`src/rtl/rvh_tlb_miss_router_if.sv`:
```
// rvh_tlb_miss_router_if: TLB miss request/refill and PTW walk bundle.
// The slave modport is the router; the master modport is the TLBs and PTW around it.
interface rvh_tlb_miss_router_if #(
    parameter int VPN_WIDTH = 27,
    parameter int PTE_WIDTH = 64,
    parameter int LVL_WIDTH = 2
);
    logic                 dtlb_miss_req_vld;
    logic [VPN_WIDTH-1:0] dtlb_miss_req_vpn;
    logic                 dtlb_miss_req_rdy;
    logic                 itlb_miss_req_vld;
    logic [VPN_WIDTH-1:0] itlb_miss_req_vpn;
    logic                 itlb_miss_req_rdy;
    logic                 dtlb_flush;
    logic                 itlb_flush;
    logic                 ptw_req_vld;
    logic [VPN_WIDTH-1:0] ptw_req_vpn;
    logic                 ptw_req_rdy;
    logic                 ptw_resp_vld;
    logic [PTE_WIDTH-1:0] ptw_resp_pte;
    logic [LVL_WIDTH-1:0] ptw_resp_lvl;
    logic                 ptw_resp_excp;
    logic                 dtlb_miss_resp_vld;
    logic                 itlb_miss_resp_vld;
    logic [PTE_WIDTH-1:0] miss_resp_pte;
    logic [LVL_WIDTH-1:0] miss_resp_lvl;
    logic                 miss_resp_excp;

    modport slave (
        input  dtlb_miss_req_vld, dtlb_miss_req_vpn, itlb_miss_req_vld, itlb_miss_req_vpn,
        input  dtlb_flush, itlb_flush, ptw_req_rdy,
        input  ptw_resp_vld, ptw_resp_pte, ptw_resp_lvl, ptw_resp_excp,
        output dtlb_miss_req_rdy, itlb_miss_req_rdy, ptw_req_vld, ptw_req_vpn,
        output dtlb_miss_resp_vld, itlb_miss_resp_vld, miss_resp_pte, miss_resp_lvl, miss_resp_excp
    );

    modport master (
        output dtlb_miss_req_vld, dtlb_miss_req_vpn, itlb_miss_req_vld, itlb_miss_req_vpn,
        output dtlb_flush, itlb_flush, ptw_req_rdy,
        output ptw_resp_vld, ptw_resp_pte, ptw_resp_lvl, ptw_resp_excp,
        input  dtlb_miss_req_rdy, itlb_miss_req_rdy, ptw_req_vld, ptw_req_vpn,
        input  dtlb_miss_resp_vld, itlb_miss_resp_vld, miss_resp_pte, miss_resp_lvl, miss_resp_excp
    );
endinterface

```
`src/rtl/rvh_tlb_miss_router.sv`:
```
// rvh_tlb_miss_router: arbitrates DTLB/ITLB misses onto one PTW and routes the refill
// back to the owning TLB, dropping it if that TLB was flushed during the walk.
module rvh_tlb_miss_router #(
    parameter bit DTLB_PRIOR = 1'b1,
    parameter int VPN_WIDTH  = 27,
    parameter int PTE_WIDTH  = 64,
    parameter int LVL_WIDTH  = 2
) (
    input logic                  clk,
    input logic                  rstn,
    rvh_tlb_miss_router_if.slave bus
);
    typedef enum logic [1:0] {IDLE, REQ, WAIT} state_t;

    state_t               state_q, state_d;
    logic                 src_q, kill_q, d_pulse_q, i_pulse_q, excp_q;
    logic [VPN_WIDTH-1:0] vpn_q;
    logic [PTE_WIDTH-1:0] pte_q;
    logic [LVL_WIDTH-1:0] lvl_q;
    logic                 d_el, i_el, d_rdy, i_rdy, grant, own_flush, resp_take, deliver;

    assign d_el      = bus.dtlb_miss_req_vld & ~bus.dtlb_flush;
    assign i_el      = bus.itlb_miss_req_vld & ~bus.itlb_flush;
    assign grant     = d_rdy | i_rdy;
    assign own_flush = src_q ? bus.itlb_flush : bus.dtlb_flush;
    assign resp_take = (state_q == WAIT) & bus.ptw_resp_vld;
    // a flush landing on the response cycle must also cancel delivery
    assign deliver   = resp_take & ~kill_q & ~own_flush;

    always_comb begin
        state_d = state_q;
        d_rdy   = 1'b0;
        i_rdy   = 1'b0;
        unique case (state_q)
            IDLE: begin
                d_rdy   = d_el & (DTLB_PRIOR | ~i_el);
                i_rdy   = i_el & (~DTLB_PRIOR | ~d_el);
                state_d = (d_rdy | i_rdy) ? REQ : IDLE;
            end
            REQ:     state_d = bus.ptw_req_rdy ? WAIT : REQ;
            WAIT:    state_d = bus.ptw_resp_vld ? IDLE : WAIT;
            default: state_d = IDLE;
        endcase
    end

    always_ff @(posedge clk or negedge rstn) begin
        if (!rstn) state_q <= IDLE;
        else       state_q <= state_d;
    end

    always_ff @(posedge clk or negedge rstn) begin
        if (!rstn) begin
            src_q     <= 1'b0;
            vpn_q     <= '0;
            kill_q    <= 1'b0;
            pte_q     <= '0;
            lvl_q     <= '0;
            excp_q    <= 1'b0;
            d_pulse_q <= 1'b0;
            i_pulse_q <= 1'b0;
        end else begin
            if (grant) begin
                src_q  <= i_rdy;
                vpn_q  <= i_rdy ? bus.itlb_miss_req_vpn : bus.dtlb_miss_req_vpn;
                kill_q <= 1'b0;
            end else if (state_q != IDLE && own_flush) begin
                kill_q <= 1'b1;
            end
            if (resp_take) begin
                pte_q  <= bus.ptw_resp_pte;
                lvl_q  <= bus.ptw_resp_lvl;
                excp_q <= bus.ptw_resp_excp;
            end
            d_pulse_q <= deliver & ~src_q;
            i_pulse_q <= deliver & src_q;
        end
    end

    assign bus.dtlb_miss_req_rdy  = d_rdy;
    assign bus.itlb_miss_req_rdy  = i_rdy;
    assign bus.ptw_req_vld        = (state_q == REQ);
    assign bus.ptw_req_vpn        = vpn_q;
    assign bus.dtlb_miss_resp_vld = d_pulse_q;
    assign bus.itlb_miss_resp_vld = i_pulse_q;
    assign bus.miss_resp_pte      = pte_q;
    assign bus.miss_resp_lvl      = lvl_q;
    assign bus.miss_resp_excp     = excp_q;
endmodule

```
`src/flat_wrapper.sv`:
```
// flat-port wrapper written by rule: the top's interface ports become plain ports
module rvh_tlb_miss_router_flat 
#(
    parameter bit DTLB_PRIOR = 1'b1,
    parameter int VPN_WIDTH  = 27,
    parameter int PTE_WIDTH  = 64,
    parameter int LVL_WIDTH  = 2
)
  (clk, rstn, bus_dtlb_miss_req_vld, bus_dtlb_miss_req_vpn, bus_itlb_miss_req_vld, bus_itlb_miss_req_vpn, bus_dtlb_flush, bus_itlb_flush, bus_ptw_req_rdy, bus_ptw_resp_vld, bus_ptw_resp_pte, bus_ptw_resp_lvl, bus_ptw_resp_excp, bus_dtlb_miss_req_rdy, bus_itlb_miss_req_rdy, bus_ptw_req_vld, bus_ptw_req_vpn, bus_dtlb_miss_resp_vld, bus_itlb_miss_resp_vld, bus_miss_resp_pte, bus_miss_resp_lvl, bus_miss_resp_excp);
  rvh_tlb_miss_router_if #(.VPN_WIDTH(VPN_WIDTH), .PTE_WIDTH(PTE_WIDTH), .LVL_WIDTH(LVL_WIDTH)) bus_i ();
  input logic clk;
  input logic rstn;
  input wire logic [$bits(bus_i.dtlb_miss_req_vld)-1:0] bus_dtlb_miss_req_vld;
  input wire logic [$bits(bus_i.dtlb_miss_req_vpn)-1:0] bus_dtlb_miss_req_vpn;
  input wire logic [$bits(bus_i.itlb_miss_req_vld)-1:0] bus_itlb_miss_req_vld;
  input wire logic [$bits(bus_i.itlb_miss_req_vpn)-1:0] bus_itlb_miss_req_vpn;
  input wire logic [$bits(bus_i.dtlb_flush)-1:0] bus_dtlb_flush;
  input wire logic [$bits(bus_i.itlb_flush)-1:0] bus_itlb_flush;
  input wire logic [$bits(bus_i.ptw_req_rdy)-1:0] bus_ptw_req_rdy;
  input wire logic [$bits(bus_i.ptw_resp_vld)-1:0] bus_ptw_resp_vld;
  input wire logic [$bits(bus_i.ptw_resp_pte)-1:0] bus_ptw_resp_pte;
  input wire logic [$bits(bus_i.ptw_resp_lvl)-1:0] bus_ptw_resp_lvl;
  input wire logic [$bits(bus_i.ptw_resp_excp)-1:0] bus_ptw_resp_excp;
  output wire logic [$bits(bus_i.dtlb_miss_req_rdy)-1:0] bus_dtlb_miss_req_rdy;
  output wire logic [$bits(bus_i.itlb_miss_req_rdy)-1:0] bus_itlb_miss_req_rdy;
  output wire logic [$bits(bus_i.ptw_req_vld)-1:0] bus_ptw_req_vld;
  output wire logic [$bits(bus_i.ptw_req_vpn)-1:0] bus_ptw_req_vpn;
  output wire logic [$bits(bus_i.dtlb_miss_resp_vld)-1:0] bus_dtlb_miss_resp_vld;
  output wire logic [$bits(bus_i.itlb_miss_resp_vld)-1:0] bus_itlb_miss_resp_vld;
  output wire logic [$bits(bus_i.miss_resp_pte)-1:0] bus_miss_resp_pte;
  output wire logic [$bits(bus_i.miss_resp_lvl)-1:0] bus_miss_resp_lvl;
  output wire logic [$bits(bus_i.miss_resp_excp)-1:0] bus_miss_resp_excp;
  assign bus_i.dtlb_miss_req_vld = bus_dtlb_miss_req_vld;
  assign bus_i.dtlb_miss_req_vpn = bus_dtlb_miss_req_vpn;
  assign bus_i.itlb_miss_req_vld = bus_itlb_miss_req_vld;
  assign bus_i.itlb_miss_req_vpn = bus_itlb_miss_req_vpn;
  assign bus_i.dtlb_flush = bus_dtlb_flush;
  assign bus_i.itlb_flush = bus_itlb_flush;
  assign bus_i.ptw_req_rdy = bus_ptw_req_rdy;
  assign bus_i.ptw_resp_vld = bus_ptw_resp_vld;
  assign bus_i.ptw_resp_pte = bus_ptw_resp_pte;
  assign bus_i.ptw_resp_lvl = bus_ptw_resp_lvl;
  assign bus_i.ptw_resp_excp = bus_ptw_resp_excp;
  assign bus_dtlb_miss_req_rdy = bus_i.dtlb_miss_req_rdy;
  assign bus_itlb_miss_req_rdy = bus_i.itlb_miss_req_rdy;
  assign bus_ptw_req_vld = bus_i.ptw_req_vld;
  assign bus_ptw_req_vpn = bus_i.ptw_req_vpn;
  assign bus_dtlb_miss_resp_vld = bus_i.dtlb_miss_resp_vld;
  assign bus_itlb_miss_resp_vld = bus_i.itlb_miss_resp_vld;
  assign bus_miss_resp_pte = bus_i.miss_resp_pte;
  assign bus_miss_resp_lvl = bus_i.miss_resp_lvl;
  assign bus_miss_resp_excp = bus_i.miss_resp_excp;
  rvh_tlb_miss_router #(.DTLB_PRIOR(DTLB_PRIOR), .VPN_WIDTH(VPN_WIDTH), .PTE_WIDTH(PTE_WIDTH), .LVL_WIDTH(LVL_WIDTH)) u_core (.clk(clk), .rstn(rstn), .bus(bus_i));
endmodule
```
`config.mk`:
```
export PLATFORM = sky130hd
export DESIGN_NAME = rvh_tlb_miss_router_flat
export DESIGN_NICKNAME = d
export VERILOG_FILES = /design/src/rtl/rvh_tlb_miss_router_if.sv /design/src/rtl/rvh_tlb_miss_router.sv /design/src/flat_wrapper.sv
export SDC_FILE = /design/constraint.sdc
export NUM_CORES = 1
export LEC_CHECK = 0
export BUFFER_PORTS_ARGS = -buffer_cell sky130_fd_sc_hd__buf_2
export CELL_PAD_IN_SITES_DETAIL_PLACEMENT = 0
export CELL_PAD_IN_SITES_GLOBAL_PLACEMENT = 1
export CORE_MARGIN = 1.5
export CORE_UTILIZATION = 36
export CTS_CLUSTER_DIAMETER = 50
export DETAILED_ROUTE_END_ITERATION = 8
export GPL_TIMING_DRIVEN = 0
export PLACE_DENSITY_LB_ADDON = 0.1
export SYNTH_ARGS = -nofsm -noshare
export SYNTH_HDL_FRONTEND = slang
export SYNTH_SLANG_ARGS = --single-unit
```
`constraint.sdc`:
```
create_clock -name clk -period 2.22 [get_ports clk]
set_input_delay 0.444 -clock clk [delete_from_list [all_inputs] [get_ports clk]]
set_output_delay 0.444 -clock clk [all_outputs]
set_load 0.005 [all_outputs]
```
=== Word-level counts from Yosys, hierarchy flattened ===
Index checks and enable logic that the tools add are counted.

* Register bits after elaboration: 100
* Input port bits: 129
* Output and inout port bits: 99
* Logic and storage cells: 41

* Equality and inequality tests: 2
* Muxes and demuxes: 10
* Bitwise gates (word level): 16
* Reductions and logical operators: 4

{| class="wikitable"
|+ Operators by type and width
! kind !! number
|-
| $mux W27 || 1
|-
| $and A1 B1 Y1 || 8
|-
| $mux W1 || 6
|-
| $not A1 Y1 || 6
|-
| $pmux W2 S3 || 1
|-
| $mux W2 || 2
|-
| $reduce_bool A2 Y1 || 2
|-
| $eq A2 B1 Y1 const B || 1
|-
| $eq A2 B2 Y1 const B || 1
|-
| $logic_not A2 Y1 || 1
|-
| $or A1 B1 Y1 || 2
|-
| $logic_and A1 B1 Y1 || 1
|}

=== Depth between registers and ports, before layout ===
Gate-level depths: netlist of the first run.

* Word-level depth: 7
* Depth in mapped cells: 5

=== Least setup slack after synthesis of the first run ===
Ideal clock, no wire load.

* Path type: input -> register
* Start: in bus_dtlb_miss_req_vld
* End: reg u_core.vpn_q[10], in the netlist u_core.bus.ptw_req_vpn[10]
* Setup time: 126 ps
* Arrival: 1,400 ps
* Data required time: 2,094 ps
* Slack: 694 ps
* Stages: 5
* Buffers on the path: 2
* Path through: nor2b_2 and3b_1 buf_6 buf_6 a221o_1

* Longest elaborated chain between the ends: 5
* Elaborated cells between the ends (all ways): 7

{| class="wikitable"
|+ RTL lines
! element !! line !! RTL
|-
| start, declared || flat_wrapper.sv:13 || <nowiki>input wire logic [$bits(bus_i.dtlb_miss_req_vld)-1:0] bus_dtlb_miss_req_vld;</nowiki>
|-
| $and A1 B1 Y1 (*) || rvh_tlb_miss_router.sv:22 || <nowiki>assign d_el = bus.dtlb_miss_req_vld & ~bus.dtlb_flush;</nowiki>
|-
| $not A1 Y1 || rvh_tlb_miss_router.sv:37 || <nowiki>i_rdy = i_el & (~DTLB_PRIOR | ~d_el);</nowiki>
|-
| $and A1 B1 Y1 || rvh_tlb_miss_router.sv:37 ||
|-
| $mux W1 || rvh_tlb_miss_router.sv:34 || <nowiki>unique case (state_q)</nowiki>
|-
| $mux W27 or $or A1 B1 Y1 (tied branches) || rvh_tlb_miss_router.sv:64, rvh_tlb_miss_router.sv:24 ||
|-
| end signal, assigned || rvh_tlb_miss_router.sv:64 || <nowiki>vpn_q <= i_rdy ? bus.itlb_miss_req_vpn : bus.dtlb_miss_req_vpn;</nowiki>
|-
| end, declared || rvh_tlb_miss_router.sv:17 || <nowiki>logic [VPN_WIDTH-1:0] vpn_q;</nowiki>
|}

Mark *: on every way between the ends. The rest lies on a longest branch, timed or not.
A chain may end at the register's enable or synchronous reset.

=== Worst setup path after layout of the first run ===
* Start: reg u_core.state_q[0]
* End: out bus_itlb_miss_req_rdy

* Longest elaborated chain between the ends: 2

{| class="wikitable"
|+ RTL lines
! element !! line !! RTL
|-
| start, declared || rvh_tlb_miss_router.sv:15 || <nowiki>state_t state_q, state_d;</nowiki>
|-
| start signal, assigned || rvh_tlb_miss_router.sv:48 || <nowiki>else state_q <= state_d;</nowiki>
|-
| $logic_not A2 Y1 || rvh_tlb_miss_router.sv:34 ||
|-
| $mux W1 || rvh_tlb_miss_router.sv:34 ||
|-
| end, declared || flat_wrapper.sv:25 || <nowiki>output wire logic [$bits(bus_i.itlb_miss_req_rdy)-1:0] bus_itlb_miss_req_rdy;</nowiki>
|}

Every way passes these cells.

==> impl_metrics.toml, run 1 <==
[hold_path]
min_path_type = "input pin to async pin"

[logic_synthesis]
synth_edf_count = 0
ys_seq_elements = 100
synth_ff_type = "dfrtp_1"
async_flop_share_pct = 100.0
syn-num-nets = 384
netlist_area_mm2 = 0.003939
synth.area.top_cells = "dfrtp_1 64%, mux2_2 19%, a221o_1 6.9%, and2_1 4.3%, buf_2 1.1%"
syn_inst = 255
synth_cell_types = 25
synth_seq_area_share_pct = 63.53
synth_warnings = 0
synth_top_area_share_pct = 63.53
synth_top_area_cell = "dfrtp_1"
yosys-top-cells-count = "100 x dfrtp_1, 66 x mux2_2, 27 x a221o_1, 27 x and2_1, 9 x buf_2"
yosysMostFrequentCell = "dfrtp_1"
avgSynthCellArea_um2 = 15.45

[setup_path]
path_max_fanout = 10
crit_path_start_kind = "flip-flop"
arrival_ns = 1.60
critPathKind = "flip-flop to primary output"
critPathRequiredTime_ns = 1.78
critPathCaptureType = "primary output"

[route]
dr.pass1.iters = 4
drtIter0Drc = 71
ant_nets = 0
via_per_inst = 4.626
routedWlPerCell_um = 14.37
drcViolationCount = 0
drt-total-wl_mm = 9.181
vias = 2956

[timing]
final_max_slew_viol_count = 0
fin_crit_sh_pct = 92.10
whs_ns = 0.07677
finalCriticalPeriod_ns = 2.045
slew_headroom_pct = 62.03
worst_pin_slew_ns = 0.5696
fmax_ghz = 0.4891
grt_setup_unrepaired = "false"
setup_viol = 0
clock_skew_ns = 0.006344
finalHoldViolations = 0

[place]
place_area_mm2 = 0.005280
dp_hpwl_mm = 7.064
port_buffers = 227
dp.cells = 623
place.gp.congestion = 0.7110

[clocking]
cts_tree = "done"
cts_hold_buf = 0
cts_htree_levels = 3
root_buffer = "clkbuf_8"
clock_latency_ns = 0.35
cts.sinks = 100
path_clk_slew_ns = 0.09
post_cts_resized = 0
cts_made_buffers = 9
clockBufferDepth = 2

[floorplanning]
die_x_um = 107.6
ios = 228
core_area_mm2 = 0.01075
placementRows = 38
die_h_um = 107.6
initial_core_util_pct = 36.66
fp.dieArea_mm2 = 0.01158

[grt]
antenna_found_initial = 0
met3_usage_pct = 5.206
grt_use_total_pct = 15.96
grt_pass1_vias = 2819
overflow = 0
grt_use_met2_pct = 25.25
gr-usage-met1_pct = 20.16
grt_start_max_net_pins = 59
grt_busiest_layer = "met2"
grt_pass1_wl_mm = 14.15

[final_layout]
layout.nets = 624
syn_to_final_growth_pct = 38.91
final_layout_size_suffix_gt1_share_pct = 64.93
finish.instance_area_mm2 = 0.005472
stdcell_count = 639
antenna_cells = 0

[power_and_ir_drop]
power_density_mw_per_mm2 = 1236
total_power_uw = 6764
peakVddDrop_mv = 0.4798
leakage_uw = 0.002834

[outcome]
outcome = "finished clean"

[job]
cap_violations = 0
-- flip-flops by register name (all words and copies together) (netlist names) --
signal                         count
u_core.bus.dtlb_miss_resp_vld      1
u_core.bus.itlb_miss_resp_vld      1
u_core.bus.miss_resp_excp          1
u_core.bus.miss_resp_lvl           2
u_core.bus.miss_resp_pte          64
u_core.bus.ptw_req_vpn            27
u_core.kill_q                      1
u_core.src_q                       1
u_core.state_q                     2
-- final cells by class --
cell class | instances | area, um^2
repair buffers | 229 | 1174
clock inverters | 2 | 35.03
fillers | 992 | 5274
clock buffers | 13 | 148.9
inverters | 1 | 3.754
plain buffers | 14 | 86.33
multi-input cells | 140 | 1346
well taps | 140 | 175.2
flip-flops and latches | 100 | 2502
-- routing by layer --
layer | wire length [um] | vias to the layer above
met5 | 0 | -
met4 | 138 | 0
met3 | 927 | 10
met2 | 4289 | 139
met1 | 3826 | 1397
li1 | - | 1410
-- stage by stage --
step / util (%) / TNS [ns] / setup slack [ns]
after detailed placement: 49.14 / 0 / 0.1993
after global routing: 50.92 / 0 / 0.04482
after global placement: 48.86 / -36.87 / -0.3775
final: 50.92 / 0 / 0.1755
after CTS: 50.92 / 0 / 0.1482
after floorplan: - / 0 / 0.6936
-- cells in the final DEF (no fill, tap or decap) --
cell | Yosys | layout
a221o_1 | 27 | 27
nor4b_4 | 1 | 1
inv_1 | 1 | 1
and3b_1 | 1 | 1
nor2_2 | 1 | 1
clkbuf_1 | 2 | 5
a211oi_1 | 2 | 2
o21ai_0 | 1 | 1
nand2_1 | 1 | 1
mux2_1 | 1 | 1
clkinv_2 | 0 | 1
o21ai_2 | 1 | 1
bufinv_16 | 0 | 1
nand2b_1 | 1 | 1
buf_4 | 0 | 2
nor2b_2 | 1 | 1
o32ai_1 | 1 | 1
a21o_1 | 1 | 1
nor3_1 | 1 | 1
clkbuf_8 | 0 | 10
and2_1 | 27 | 27
buf_2 | 9 | 235
nor4_1 | 1 | 1
mux2_2 | 66 | 66
nor4b_1 | 1 | 1
nand3b_2 | 1 | 1
dfrtp_1 | 100 | 100
buf_6 | 3 | 3
buf_16 | 0 | 1
nor2b_1 | 3 | 3
-- final timing paths --
check                             startpoint                       endpoint  slack [ns]  depth (start not counted)
max in group asynchronous               rstn   u_core.bus.miss_resp_pte[46]        1.47                          2
min in group clk              bus_itlb_flush  u_core.bus.itlb_miss_resp_vld        0.28                          2
min reg2reg                    u_core.kill_q  u_core.bus.dtlb_miss_resp_vld        0.49                          1
max reg2reg                u_core.state_q[0]   u_core.bus.miss_resp_pte[33]        0.55                          4
max                        u_core.state_q[0]          bus_itlb_miss_req_rdy        0.18                          4
min                                     rstn    u_core.bus.miss_resp_pte[2]        0.08                          1
-- report_power, final --
| part | internal, uW | total [uW] | leakage, uW | switching [uW] |
|---|---|---|---|---|
| logic | 1520 | 2480 | 0.00153 | 963 |
| registers | 2700 | 3160 | 0.00122 | 452 |
| clock network | 547 | 1130 | 0.0000935 | 581 |
| total | 4770 | 6760 | 0.00283 | 2000 |
-- cell families (layout without fill, tap and decap cells) --
| group | Yosys count | after routing | synth area share [%] |
|---|---|---|---|
| AND/OR/NAND/NOR | 40 | 40 | 7.020 |
| multiplexers | 67 | 67 | 19.15 |
| buffers and inverters | 15 | 259 | 2.287 |
| flip-flops | 100 | 100 | 63.53 |
| AO/OA/AOI/OAI | 33 | 33 | 8.005 |
-- critical path: stages (launching register included) --
cell and delay [ns]:
dfrtp_1 0.48, nor2_2 0.19, and3b_1 0.21, buf_2 0.23, buf_2 0.15
-- timing repair --
item	4_1_cts	5_1_grt
buffers inserted	1	0
setup endpoints to repair	1	0
hold endpoints to repair	0	0
Power figures use the tool's default switching activity.
==> inputs of run 2 (changes only) <==
==> constraint.sdc (replaced) <==
create_clock -name clk -period 2.22 [get_ports clk]
set_input_delay 0.333 -clock clk [delete_from_list [all_inputs] [get_ports clk]]
set_output_delay 0.333 -clock clk [all_outputs]
set_load 0.005 [all_outputs]
==> run 2 against run 1 <==
Routed wire length unchanged. First-iteration DRC count did not move. Largest power group unchanged. Clock-buffer cell count did not move. Critical path type unchanged.
==> impl_metrics.toml, run 2 (synthesis gave the netlist of run 1 again) <==
[outcome]
outcome = "finished clean"

[job]
cap_violations = 0

[floorplanning]
die_h_um = 107.6
die_x_um = 107.6
initial_core_util_pct = 36.66
ios = 228
placementRows = 38
core_area_mm2 = 0.01075
fp.dieArea_mm2 = 0.01158

[power_and_ir_drop]
power_density_mw_per_mm2 = 1234
leakage_uw = 0.002839
total_power_uw = 6764
peakVddDrop_mv = 0.4788

[route]
drcViolationCount = 0
routedWlPerCell_um = 14.35
via_per_inst = 4.628
ant_nets = 0
vias = 2962
dr.pass1.iters = 4
drtIter0Drc = 71
drt-total-wl_mm = 9.181

[grt]
grt_pass1_vias = 2816
grt_use_total_pct = 15.93
antenna_found_initial = 0
grt_pass1_wl_mm = 14.13
overflow = 0
grt_start_max_net_pins = 59

[timing]
fin_crit_sh_pct = 87.18
whs_ns = 0.1692
slew_headroom_pct = 62.14
finalHoldViolations = 0
setup_viol = 0
grt_setup_unrepaired = "false"
final_max_slew_viol_count = 0
finalCriticalPeriod_ns = 1.935
worst_pin_slew_ns = 0.5678
setup_slack_ns = 0.2845
clock_skew_ns = 0.004889
fmax_ghz = 0.5167

[clocking]
cts_tree = "done"
path_clk_slew_ns = 0.09
root_buffer = "clkbuf_8"
clockBufferDepth = 2
cts_htree_levels = 3
cts.sinks = 100
cts_made_buffers = 9
clock_latency_ns = 0.35

[setup_path]
critPathRequiredTime_ns = 1.89
crit_path_start_kind = "flip-flop"
arrival_ns = 1.60
path_max_fanout = 10
critPathKind = "flip-flop to primary output"
critPathCaptureType = "primary output"

[place]
dp_slack_ns = 0.4213
place.gp.congestion = 0.7110
port_buffers = 227
dp_hpwl_mm = 7.064

[final_layout]
layout.nets = 625
syn_to_final_growth_pct = 39.17
multi_input_area_mm2 = 0.001346
most-common-layout-cells = "235 x buf_2, 100 x dfrtp_1, 66 x mux2_2, 27 x and2_1, 27 x a221o_1"
antenna_cells = 0
final_common_cell = "buf_2"
seq_area_mm2 = 0.002502
fill_cells = 991
final_layout_size_suffix_gt1_share_pct = 64.80
largest_reg_flops = 64

[hold_path]
min_path_type = "input pin to flip-flop"
==> run 2: cell types whose count changed in the layout (fill, tap and decap cells not counted) <==
cell           change
dlygate4sd3_1      +1
==> run 2: worst paths after layout <==
path                                                  to  cells after the start              start  slack (ns)
hold reg to reg            u_core.bus.dtlb_miss_resp_vld                      1      u_core.kill_q        0.50
min in group asynchronous    u_core.bus.miss_resp_pte[2]                      2               rstn        0.51
setup reg to reg              u_core.bus.ptw_req_vpn[15]                      5  u_core.state_q[0]        0.53
max in group asynchronous   u_core.bus.miss_resp_pte[46]                      3               rstn        1.03
setup / recovery                   bus_dtlb_miss_req_rdy                      3  u_core.state_q[0]        0.28
hold / removal             u_core.bus.itlb_miss_resp_vld                      2     bus_itlb_flush        0.17
==> run 2: what timing repair did <==
item / CTS / global route
buffers inserted: 0 / 1
hold buffers: 1 / 0
gates resized for setup: 0 / 0
endpoints found under the setup margin: 0 / 1
endpoints found under the hold margin: 42 / 0
==> run 2: critical path: stages (launching register included) <==
cell and delay (ns):
dfrtp_1 0.48, nor4b_4 0.39, buf_2 0.25, buf_2 0.14
==> run 2: layout make-up <==
class                      count  area share (%)
sequential                   100           45.65
multi-input combinational    140           24.56
timing repair buffer         230           21.59
tap                          140           3.196
clock buffer                  13           2.716
buffer                        14           1.575
clock inverter                 2          0.6391
inverter                       1         0.06848
==> run 2: layer usage <==
layer	wire length [um]	global-route usage (%)
met5	0	0
met3	925	5.206
met2	4274	25.20
met4	138	6.485
met1	3842	20.12
==> run 2: through the flow <==
step                instances  utilization, %  TNS [ns]  area (um^2)
floorplan                 255               -         0         3939
global placement          622           48.86    -25.77         5250
detailed placement        623           49.14         0         5280
CTS                       639           50.94         0         5474
global route              640           51.01         0         5482
finish                    640           51.01         0         5482
==> run 2: power by group <==
part           internal (uW)  leakage (uW)  switching (uW)
registers               2700       0.00122             451
logic                   1520       0.00153             963
clock network            547     0.0000935             580
total                   4770       0.00284            1990
==> inputs of run 3 (changes only) <==
--- a/config.mk
+++ b/config.mk
@@ -8,7 +8,7 @@
 export BUFFER_PORTS_ARGS = -buffer_cell sky130_fd_sc_hd__buf_2
 export CELL_PAD_IN_SITES_DETAIL_PLACEMENT = 0
 export CELL_PAD_IN_SITES_GLOBAL_PLACEMENT = 1
-export CORE_MARGIN = 1.5
+export CORE_MARGIN = 5
 export CORE_UTILIZATION = 36
 export CTS_CLUSTER_DIAMETER = 50
 export DETAILED_ROUTE_END_ITERATION = 8
==> run 3 against run 2 <==
Final cell count rose by 0.16%. Flip-flop and latch count did not move. Register-to-register slack got worse by 0.04 ns. Die area rose by 13%. Largest cell class unchanged. Design area barely moved. Total power barely moved. Clock-buffer cell count fell by 1. Combinational power rose by 2%. Critical path depth rose by 1. Fmax fell by 0.78%.
==> impl_metrics.toml, run 3 (synthesis gave the netlist of run 1 again) <==
[setup_path]
critPathRequiredTime_ns = 1.89
arrival_ns = 1.62
crit_path_start_kind = "flip-flop"
path_max_fanout = 10
critPathKind = "flip-flop to primary output"
critPathCaptureType = "primary output"

[timing]
setup_tns_ns = 0
grt_setup_unrepaired = "false"
fmax_ghz = 0.5126
fin_crit_sh_pct = 87.87
finalCriticalPeriod_ns = 1.951
worst_pin_slew_ns = 0.5544
slew_headroom_pct = 63.04
whs_ns = 0.1552
clock_skew_ns = 0.01066
finalHoldViolations = 0
final_max_slew_viol_count = 0
setup_viol = 0

[job]
cap_violations = 0

[power_and_ir_drop]
power_density_mw_per_mm2 = 1233
peakVddDrop_mv = 0.5069
leakage_uw = 0.002834

[place]
port_buffers = 227
place_area_mm2 = 0.005280
place.gp.congestion = 0.7217
dp_hpwl_mm = 7.971

[final_layout]
final_layout_size_suffix_gt1_share_pct = 65.27
layout.nets = 625
most-common-layout-cells = "235 x buf_2, 100 x dfrtp_1, 66 x mux2_2, 27 x and2_1, 27 x a221o_1"
antenna_cells = 0
largest_reg_flops = 64
final_util_pct = 50.82
final_common_cell = "buf_2"
finish.instance_area_mm2 = 0.005485
fill_cells = 997
syn_to_final_growth_pct = 39.26

[clocking]
cts_tree = "done"
clockBufferDepth = 2
cts_made_buffers = 9
path_clk_slew_ns = 0.09
root_buffer = "clkbuf_8"
cts.sinks = 100
clock_latency_ns = 0.36
cts_htree_levels = 3

[grt]
grt_use_total_pct = 15.74
antenna_found_initial = 0
grt_pass1_vias = 3214
grt_start_max_net_pins = 61
overflow = 0
grt_pass1_wl_mm = 16.14

[route]
via_per_inst = 4.660
drcViolationCount = 0
drtIter0Drc = 144
routedWlPerCell_um = 15.79
vias = 2987
drt-total-wl_mm = 10.12
ant_nets = 0
dr.pass1.iters = 4

[outcome]
outcome = "finished clean"

[hold_path]
min_path_type = "input pin to flip-flop"

[floorplanning]
core_area_mm2 = 0.01079
die_x_um = 114.6
die_h_um = 114.6
fp.dieArea_mm2 = 0.01313
ios = 228
initial_core_util_pct = 36.49
placementRows = 38
## run 3: cell types whose count changed in the layout (fill, tap and decap cells not counted)
cell / previous run / this run
clkbuf_1: 5 / 3
clkbuf_8: 10 / 11
clkinv_4: 0 / 1
bufinv_16: 1 / 0
inv_6: 0 / 1
clkinvlp_4: 0 / 2
clkinv_2: 1 / 0
## run 3: final timing paths
kind,startpoint,to,slack [ns],cells after the start
worst max register to register,u_core.state_q[0],u_core.bus.ptw_req_vpn[16],0.49,5
worst min-delay path,bus_itlb_flush,u_core.bus.itlb_miss_resp_vld,0.16,2
min in group asynchronous,rstn,u_core.bus.miss_resp_lvl[0],0.51,2
worst min register to register,u_core.kill_q,u_core.bus.dtlb_miss_resp_vld,0.50,1
worst max-delay path,u_core.state_q[0],bus_itlb_miss_req_rdy,0.27,4
max in group asynchronous,rstn,u_core.bus.ptw_req_vpn[26],1.04,3
## run 3: per-layer routing
metal	up-vias	GRT usage, %	share of wire [%]
li1	1416	-	-
met1	1410	20.23	41
met2	150	24.72	47
met3	11	5.338	11
met4	0	5.701	1.5
met5	-	0	0
## run 3: cell type report
class                   instances  area, um^2  share of cell area [%]
well taps                     140       175.2                   3.193
clock buffers                  12       155.1                   2.828
repair buffers                230        1184                   21.58
flip-flops and latches        100        2502                   45.62
plain buffers                  14       86.33                   1.574
inverters                       1       3.754                 0.06843
clock inverters                 4       32.53                  0.5931
multi-input cells             140        1346                   24.54
## run 3: timing repair
action                     4_1_cts  5_1_grt
setup buffers                    0        1
gates resized for setup          0        0
hold buffers                     1        0
setup endpoints to repair        0        1
hold endpoints to repair        40        0
## run 3: critical path: stages (launching register included)
cell     delay [ns]
dfrtp_1        0.47
nor2_2         0.19
and3b_1        0.21
buf_2          0.23
buf_2          0.15
## run 3: power by group
part	total [uW]	switching, uW	internal [uW]
clock	1090	617	476
sequential	3150	449	2700
combinational	2520	998	1520
## run 3: stage by stage
step | power, uW | cells | setup WS, ns
5_1_grt | 7290 | 641 | 0.1554
6_report | 6763 | 641 | 0.2693
4_1_cts | 6885 | 640 | 0.04595
2_1_floorplan | 4450 | 255 | 0.7674
3_5_place_dp | 5779 | 623 | 0.4373
3_3_place_gp | 5708 | 622 | -0.2932
